**src/rtl/if_id_skid_if.sv**
```systemverilog
// Fetch-to-ID handshake bundle: fetch beat, ID head entry, stall and flush controls.
// The slave modport is the skid buffer; the master modport is the fetch/ID environment.
interface if_id_skid_if #(
   parameter int PC_WIDTH   = 64,
   parameter int INST_WIDTH = 32
);
   logic                  if_valid;
   logic [PC_WIDTH-1:0]   if_pc;
   logic [INST_WIDTH-1:0] if_inst;
   logic                  if_ready;
   logic                  id_stall;
   logic                  flush;
   logic                  id_valid;
   logic [PC_WIDTH-1:0]   id_pc;
   logic [INST_WIDTH-1:0] id_inst;

   modport master (
      output if_valid, if_pc, if_inst, id_stall, flush,
      input  if_ready, id_valid, id_pc, id_inst
   );

   modport slave (
      input  if_valid, if_pc, if_inst, id_stall, flush,
      output if_ready, id_valid, id_pc, id_inst
   );
endinterface

```
**src/rtl/if_id_skid.sv**
```systemverilog
// IF/ID skid buffer: holds {pc, inst} pairs while ID stalls and drops them all on flush.
// Latency 1 cycle, no bypass; if_ready depends on registered occupancy only, so fetch stalls when full.
module if_id_skid #(
   parameter int                    PC_WIDTH   = 64,
   parameter int                    INST_WIDTH = 32,
   parameter int                    DEPTH      = 2,
   parameter logic [INST_WIDTH-1:0] NOP_INST   = 32'h0000_0013,
   parameter int                    CNT_WIDTH  = 32
) (
   input  logic                     clk,
   input  logic                     rst_n,
   if_id_skid_if.slave              bus,
   output logic [$clog2(DEPTH):0]   occupancy,
   output logic [CNT_WIDTH-1:0]     stall_cnt
);
   localparam int               PTR_W    = $clog2(DEPTH);
   localparam logic [PTR_W:0]   FULL_CNT = (PTR_W + 1)'(DEPTH);

   typedef struct packed {
      logic [PC_WIDTH-1:0]   pc;
      logic [INST_WIDTH-1:0] inst;
   } entry_t;

   entry_t           storage [DEPTH];
   entry_t           head;
   logic [PTR_W-1:0] rd_ptr;
   logic [PTR_W-1:0] wr_ptr;
   logic [PTR_W:0]   count;
   logic             empty;
   logic             full;
   logic             push;
   logic             pop;
   logic             stall_hit;

   assign empty = (count == '0);
   assign full  = (count == FULL_CNT);

   // Flush overrides everything: the beat offered alongside it is dropped.
   assign push      = bus.if_valid & ~full & ~bus.flush;
   assign pop       = ~empty & ~bus.id_stall & ~bus.flush;
   assign stall_hit = ~empty & bus.id_stall & ~bus.flush;

   assign head         = storage[rd_ptr];
   assign bus.if_ready = ~full;
   assign bus.id_valid = ~empty;
   assign bus.id_pc    = empty ? '0 : head.pc;
   assign bus.id_inst  = empty ? NOP_INST : head.inst;
   assign occupancy    = count;

   always_ff @(posedge clk or negedge rst_n) begin
      if (!rst_n) begin
         rd_ptr <= '0;
         wr_ptr <= '0;
         count  <= '0;
      end else if (bus.flush) begin
         rd_ptr <= '0;
         wr_ptr <= '0;
         count  <= '0;
      end else begin
         if (push) wr_ptr <= wr_ptr + 1'b1;
         if (pop)  rd_ptr <= rd_ptr + 1'b1;
         case ({push, pop})
            2'b10:   count <= count + 1'b1;
            2'b01:   count <= count - 1'b1;
            default: count <= count;
         endcase
      end
   end

   // Storage is left untouched by flush; the zeroed count already hides stale entries.
   always_ff @(posedge clk or negedge rst_n) begin
      if (!rst_n) begin
         for (int i = 0; i < DEPTH; i++) storage[i] <= '0;
      end else if (push) begin
         storage[wr_ptr] <= '{pc: bus.if_pc, inst: bus.if_inst};
      end
   end

   always_ff @(posedge clk or negedge rst_n) begin
      if (!rst_n) begin
         stall_cnt <= '0;
      end else if (stall_hit && !(&stall_cnt)) begin
         stall_cnt <= stall_cnt + 1'b1;
      end
   end

   a_count_bound : assert property (@(posedge clk) disable iff (!rst_n) count <= FULL_CNT);
   a_ptr_gap     : assert property (@(posedge clk) disable iff (!rst_n)
                                    (wr_ptr - rd_ptr) == count[PTR_W-1:0]);
   a_no_push_full: assert property (@(posedge clk) disable iff (!rst_n) full |-> !push);
endmodule
```
**src/flat_wrapper.sv**
```systemverilog
// flat-port wrapper written by rule: the top's interface ports become plain ports
module if_id_skid_flat 
#(
   parameter int                    PC_WIDTH   = 64,
   parameter int                    INST_WIDTH = 32,
   parameter int                    DEPTH      = 2,
   parameter logic [INST_WIDTH-1:0] NOP_INST   = 32'h0000_0013,
   parameter int                    CNT_WIDTH  = 32
)
  (clk, rst_n, occupancy, stall_cnt, bus_if_valid, bus_if_pc, bus_if_inst, bus_id_stall, bus_flush, bus_if_ready, bus_id_valid, bus_id_pc, bus_id_inst);
  if_id_skid_if #(.PC_WIDTH(PC_WIDTH), .INST_WIDTH(INST_WIDTH)) bus_i ();
  input  logic clk;
  input  logic rst_n;
  output logic [$clog2(DEPTH):0] occupancy;
  output logic [CNT_WIDTH-1:0] stall_cnt;
  input wire logic [$bits(bus_i.if_valid)-1:0] bus_if_valid;
  input wire logic [$bits(bus_i.if_pc)-1:0] bus_if_pc;
  input wire logic [$bits(bus_i.if_inst)-1:0] bus_if_inst;
  input wire logic [$bits(bus_i.id_stall)-1:0] bus_id_stall;
  input wire logic [$bits(bus_i.flush)-1:0] bus_flush;
  output wire logic [$bits(bus_i.if_ready)-1:0] bus_if_ready;
  output wire logic [$bits(bus_i.id_valid)-1:0] bus_id_valid;
  output wire logic [$bits(bus_i.id_pc)-1:0] bus_id_pc;
  output wire logic [$bits(bus_i.id_inst)-1:0] bus_id_inst;
  assign bus_i.if_valid = bus_if_valid;
  assign bus_i.if_pc = bus_if_pc;
  assign bus_i.if_inst = bus_if_inst;
  assign bus_i.id_stall = bus_id_stall;
  assign bus_i.flush = bus_flush;
  assign bus_if_ready = bus_i.if_ready;
  assign bus_id_valid = bus_i.id_valid;
  assign bus_id_pc = bus_i.id_pc;
  assign bus_id_inst = bus_i.id_inst;
  if_id_skid #(.PC_WIDTH(PC_WIDTH), .INST_WIDTH(INST_WIDTH), .DEPTH(DEPTH), .NOP_INST(NOP_INST), .CNT_WIDTH(CNT_WIDTH)) u_core (.clk(clk), .rst_n(rst_n), .bus(bus_i), .occupancy(occupancy), .stall_cnt(stall_cnt));
endmodule
```
**config.mk**
```make
export PLATFORM = sky130hd
export DESIGN_NAME = if_id_skid_flat
export DESIGN_NICKNAME = d
export VERILOG_FILES = /design/src/rtl/if_id_skid_if.sv /design/src/rtl/if_id_skid.sv /design/src/flat_wrapper.sv
export SDC_FILE = /design/constraint.sdc
export NUM_CORES = 1
export LEC_CHECK = 0
export BUFFER_PORTS_ARGS = -buffer_cell sky130_fd_sc_hd__buf_4
export CORE_AREA = 2 2 141 156
export CTS_CLUSTER_SIZE = 30
export DETAILED_ROUTE_END_ITERATION = 8
export DIE_AREA = 0 0 143 158
export PLACE_DENSITY = 0.74
export REMOVE_ABC_BUFFERS = 1
export SYNTH_ARGS = -nofsm -noshare
export SYNTH_HDL_FRONTEND = slang
export SYNTH_SLANG_ARGS = --single-unit
```
**constraint.sdc**
```tcl
create_clock -name clk -period 3.1 [get_ports clk]
set_input_delay 0.62 -clock clk [delete_from_list [all_inputs] [get_ports clk]]
set_output_delay 0.62 -clock clk [all_outputs]
set_load 0.01 [all_outputs]
```
# --- Word-level counts from Yosys, hierarchy flattened ---
# Index checks and enable logic that the tools add are counted.
totals:
  reg_bits: 228
  inputBits: 101
  out_inout_bits: 132
  elab_cells: 53
classes:
  n_addsub: 5
  order_cmp: 3
  eq_ne: 3
  mux: 14
  n_bitwise: 12
  reduce_logical: 8
ops:
  columns: ["op", "count"]
  rows:
  - ["96-bit two-way mux", 4]
  - ["192-bit bitwise mux", 1]
  - ["96-bit demux with 1-bit select", 1]
  - ["64-bit two-way mux", 1]
  - ["32-bit by 1-bit adder with 32-bit output, second input constant", 1]
  - ["32-bit two-way mux", 1]
  - ["32-bit AND reduction", 1]
  - ["1-bit bitwise AND", 6]
  - ["2-bit == test, second input constant", 2]
  - ["2-bit greater-or-equal comparator, second input constant", 2]
  - ["1-bit two-way mux", 4]
  - ["1-bit inverter", 4]
  - ["1-bit inverter with 2-bit output", 2]
  - ["2-bit case mux with 2 select lines", 1]
  - ["2-bit nonzero test", 2]
  - ["3-bit nonzero test", 1]
  - ["1-bit adder, second input constant", 2]
  - ["2-bit by 1-bit adder with 2-bit output, second input constant", 1]
  - ["2-bit by 1-bit == test with 1-bit output, second input constant", 1]
  - ["1-bit logical AND", 2]
  - ["2-bit zero test", 1]
  - ["2-bit by 1-bit < comparator with 1-bit output, second input constant", 1]
  - ["2-bit two-way mux", 1]
  - ["2-bit by 1-bit subtractor with 2-bit output, second input constant", 1]
  - ["1-bit zero test", 1]

# --- Longest topological paths before layout ---
depth:
  ltp_word: 7
  depth_mapped: 8

# --- Least setup slack after synthesis ---
# Ideal clock, no wire load.
synth_path:
  path_kind: "register to output"
  start: "reg u_core.count[1] (netlist: u_core.occupancy[1])"
  end: "out bus_id_pc[10]"
  t_arrival_ps: 1395
  required_ps: 2480
  setup_slack_ps: 1085
  path_stages_with_launch: 5
  n_path_buf: 2
  cell_sequence: "dfrtp_1 -> nor2_2 -> clkbuf_1 -> clkbuf_1 -> nor2_1"
synth_via:
  elab_chain_len: 2
synth_rtl:
  columns: ["item", "line", "rtl"]
  rows:
  - ["from (decl)", "if_id_skid.sv:28", "logic [PTR_W:0] count;"]
  - ["from (signal assigned)", "if_id_skid.sv:63", "2'b10: count <= count + 1'b1;"]
  - ["from (signal assigned)", "if_id_skid.sv:64", "2'b01: count <= count - 1'b1;"]
  - ["from (signal assigned)", "if_id_skid.sv:65", "default: count <= count;"]
  - ["2-bit zero test", "if_id_skid.sv:35", "assign empty = (count == '0);"]
  - ["64-bit two-way mux", "if_id_skid.sv:46", "assign bus.id_pc = empty ? '0 : head.pc;"]
  - ["to (decl)", "flat_wrapper.sv:23", "output wire logic [$bits(bus_i.id_pc)-1:0] bus_id_pc;"]
# No other way between the ends.

# --- Worst setup path after layout ---
layout_path:
  start: "reg u_core.rd_ptr"
  end: "out bus_id_pc[36]"
layout_via:
  elab_chain_len: 5
layout_rtl:
  columns: ["item", "line", "rtl"]
  rows:
  - ["from (decl)", "if_id_skid.sv:26", "logic [PTR_W-1:0] rd_ptr;"]
  - ["from (signal assigned)", "if_id_skid.sv:61", "if (pop) rd_ptr <= rd_ptr + 1'b1;"]
  - ["1-bit inverter with 2-bit output (implied by the code)", "if_id_skid.sv:43", "assign head = storage[rd_ptr];"]
  - ["96-bit two-way mux (implied by the code) (3 in series)", "if_id_skid.sv:43", null]
  - ["64-bit two-way mux", "if_id_skid.sv:46", null]
# No other way between the ends. The select of a mux whose other input is x is not followed.

==> results.md <==
Status:
- The flow ran to the end, and the final reports show no timing, DRC or antenna violations.

Die:
- The placeable core region is 0.0211 mm².
- The starting utilization of the core area is 0.491.
- The number of ports placed on the die boundary is 233.
- The die footprint is 0.0226 mm².
- The row count is 56.
- The die height is 158 µm.
- The chip width is 143 µm.

CTS:
- The clock-pin slew on the worst setup and hold paths is 0.06 ns.
- For this design, the CTS-stage hold fixing added 0 buffers.
- The clock net in this run drives a total of 228 sinks.
- The master cell of the clock root buffer is clkbuf_16.
- In this run the number of H-tree levels came out at 1.
- The number of resized instances in the post-cts repair step is 0.
- The number of buffers between clock root and the deepest sink is 3.
- The clock insertion delay at the later pin of the skew report is 0.51 ns.
- TritonCTS built the clock tree.
- The TritonCTS buffer count is 23.
- In this run the post-CTS setup repair buffer count came out at 0.

Final layout:
- The layout cell share with drive strength beyond 1 is 0.474.
- 0 antenna diodes ended up in the layout.
- The count of placed standard cells in the final layout, fillers left out is 1337.
- The final cell utilization of the core is 0.632.
- The signed area change from the synthesized netlist to the final layout is 28.5%.
- The number of filler cells placed in the layout is 1726.
- The layout net count is 1134.

Worst setup path:
- The worst setup path is launched from a register.
- The critical path data arrival time is 2.25 ns.
- The worst reg-to-reg path cell count is 5.
- In this run the number of cells on the critical path is 4.
- The worst register-to-register path begins at u_core.stall_cnt[0].
- The delay of the slowest cell on the worst path is 0.87 ns.
- The signal on the critical path passes through buf_12 > mux2i_1 > nor2_1 > buf_4.
- The data required time at the worst endpoint is 2.48 ns.
- The worst-path cell with the longest stage delay is dfrtp_4.
- The cell class contributing the biggest share of worst-path delay is flip-flops.
- The setup slack on the worst flop-to-flop path is 0.89 ns.
- The highest net fanout along the worst path is 37.
- The kind of capture point of the worst setup path is a primary output.
- The critical path contains buffers and inverters numbering 2 combined.
- By startpoint and endpoint, the worst setup path is classified as reg -> out.
- The endpoint of the lowest-slack register-to-register path is u_core.stall_cnt[1].

GRT:
- The number of global-route vias before repair is 7096.
- Across every metal layer, demand over resource in global routing totals 0.204.
- Summed over all layers, the global routing overflow is 0.
- The largest net degree at the start of global routing is 85.
- The global-route wire length before repair is 36900 µm.
- The number of antenna violations at the first check in global routing is 1.

Power:
- The analysis attributes to cell leakage a power of 6.09 nW.
- Power spread over the standard cell area amounts to 672 mW/mm².
- The worst-case IR drop observed on VDD is 0.485 mV.
- The design draws 8.95 mW.

STA:
- The worst slew margin relative to its limit is 0.471.
- Final hold analysis gives a worst-case slack of 0.128 ns.
- The final worst slack is 0.233 ns.
- Derived from the worst setup path, the maximum achievable clock frequency is 349 MHz.
- Setup violations remaining at the end of the flow were counted as 0.
- The clock tree skew after final layout is 0.0163 ns.
- Setup repair after global routing left no endpoint under its margin.
- The transition time at the pin with the least slew margin is 0.789 ns.
- The hold violation count in the final report is 0.
- The minimum clock period after layout is 2.87 ns.
- The final critical-path share of the clock period is 0.925.
- The max-slew violation count is 0.

Placement:
- The cell total after placement is 1297.
- The quantity of I/O buffers inserted on ports is 232.
- The half-perimeter wire length of the detailed placement result is 15900 µm.
- Prior to clock tree synthesis, the placed netlist has a worst setup slack of 0.712 ns.
- The final RePlAce weighted congestion is 0.845.

Routing:
- Dividing the detail-routed via count by the number of cells gives 5.23.
- The number of optimization iterations in the first detailed-route pass is 4.
- After detailed routing, the number of remaining DRC violations is 0.
- The count of nets left with antenna violations once routing finished came out at 0.
- The final wirelength is 23000 µm.
- The detailed-route wire length per cell is 17.2 µm.
- The iteration-0 DRC count of the detailed router is 249.
- Summing over every cut layer, the via total after detailed routing is 6997.

Synthesis:
- The share of the Yosys chip area taken by registers is 0.551.
- Synthesis produced 802 cells.
- The total number of yosys warnings is 0.
- The top cell type by total area after synthesis is dfrtp_1.
- The area share of the largest cell type after synthesis is 0.551.
- The synthesis-stage register bit count is 228.
- In this run, distinct cell masters in the synthesized netlist total 41.
- A synthesized cell averages 12.9 µm².
- After synthesis, the cell types taking the most area are dfrtp_1, mux2_2, mux2i_1.
- The netlist area before placement is 0.0104 mm².

Run:
- The count of maximum capacitance violations is 0.

Min path:
- The tightest min-delay check is of the in -> async type.
[cells in the mapped netlist (all sizes together)]
cell / instances
buf: 30
nor3: 15
or3: 1
nor4b: 2
nand3b: 4
xnor2: 10
dfrtp: 228
and3: 4
a211o: 1
nor4: 7
nand4: 9
xor2: 20
a31oi: 2
nor2: 107
mux2i: 98
clkbuf: 15
a21oi: 2
nand2: 23
nor3b: 2
inv: 8
or2: 1
o21ai: 2
mux2: 193
or4: 1
a32oi: 1
ha: 1
nand3: 13
nand2b: 2
[power breakdown]
part           switching (mW)  total (mW)  leakage, nW  internal [mW]
logic                   0.783        1.92         2.96           1.14
clock network            1.13        2.88        0.386           1.75
registers               0.422        4.15         2.75           3.73
[state kept, by name, summed over array words and instances, names as in the netlist]
signal            flops
u_core.rd_ptr         1
u_core.wr_ptr         1
u_core.storage      192
u_core.stall_cnt     32
u_core.occupancy      2
[final cells by class]
type                            count  area (µm²)  area share
Sequential cell                   228        5710       0.429
Multi-Input combinational cell    521        4420       0.332
Timing Repair Buffer              250        2010       0.151
Clock buffer                       27         611      0.0458
Tap cell                          290         363      0.0272
Clock inverter                     13         178      0.0133
Inverter                            8        30.0     0.00225
[cells by family after synthesis]
logic type | synth area share
AND/OR/NAND/NOR | 0.0890
flip-flops | 0.551
multiplexers | 0.304
XOR/XNOR | 0.0254
adder cells (fa/ha/maj) | 0.00121
buffers and inverters | 0.0246
AO/OA/AOI/OAI | 0.00483
[per-layer routing]
metal / global-route usage / wire [µm] / vias to the layer above
met5: 0 / 16 / -
met4: 0.0471 / 420 / 2
li1: - / - / 3250
met2: 0.336 / 10900 / 215
met1: 0.273 / 9940 / 3495
met3: 0.0538 / 1780 / 35
[stage by stage]
stage	instance area, µm²	TNS, ns
floorplan	10100	-344.22
global placement	12500	0
detailed placement	12500	0
CTS	13300	0
global route	13300	0
finish	13300	0
[worst max path at each step]
stage                         from  slack, ns                   to
5_1_grt              u_core.rd_ptr       0.09        bus_id_pc[36]
4_1_cts              u_core.rd_ptr       0.17        bus_id_pc[36]
6_report             u_core.rd_ptr       0.23        bus_id_pc[36]
3_3_place_gp         u_core.rd_ptr       0.68        bus_id_pc[36]
3_5_place_dp         u_core.rd_ptr       0.71        bus_id_pc[36]
2_1_floorplan  u_core.occupancy[0]      -2.02  u_core.storage[100]
[worst register-to-register path: cells and delay by family, from the launching register on]
kind / cells / cell delay, ns
mux: 1 / 0.38
compound gates: 1 / 0.38
simple gates: 2 / 0.63
flops: 1 / 0.44
fa+ha+maj: 1 / 0.27
[placed cells by master, fill, tap and decap left out, drive strengths merged, types with 4 or more instances in the layout]
cell	synthesis	final
buf	30	250
dfrtp	228	228
mux2	193	193
nor2	107	107
mux2i	98	98
clkbuf	15	27
nand2	23	23
xor2	20	20
nor3	15	15
nand3	13	13
xnor2	10	10
inv	8	10
nand4	9	9
nor4	7	7
clkinv	0	5
and3	4	4
bufinv	0	4
nand3b	4	4
Note: power is estimated with default switching activity, not from simulation.
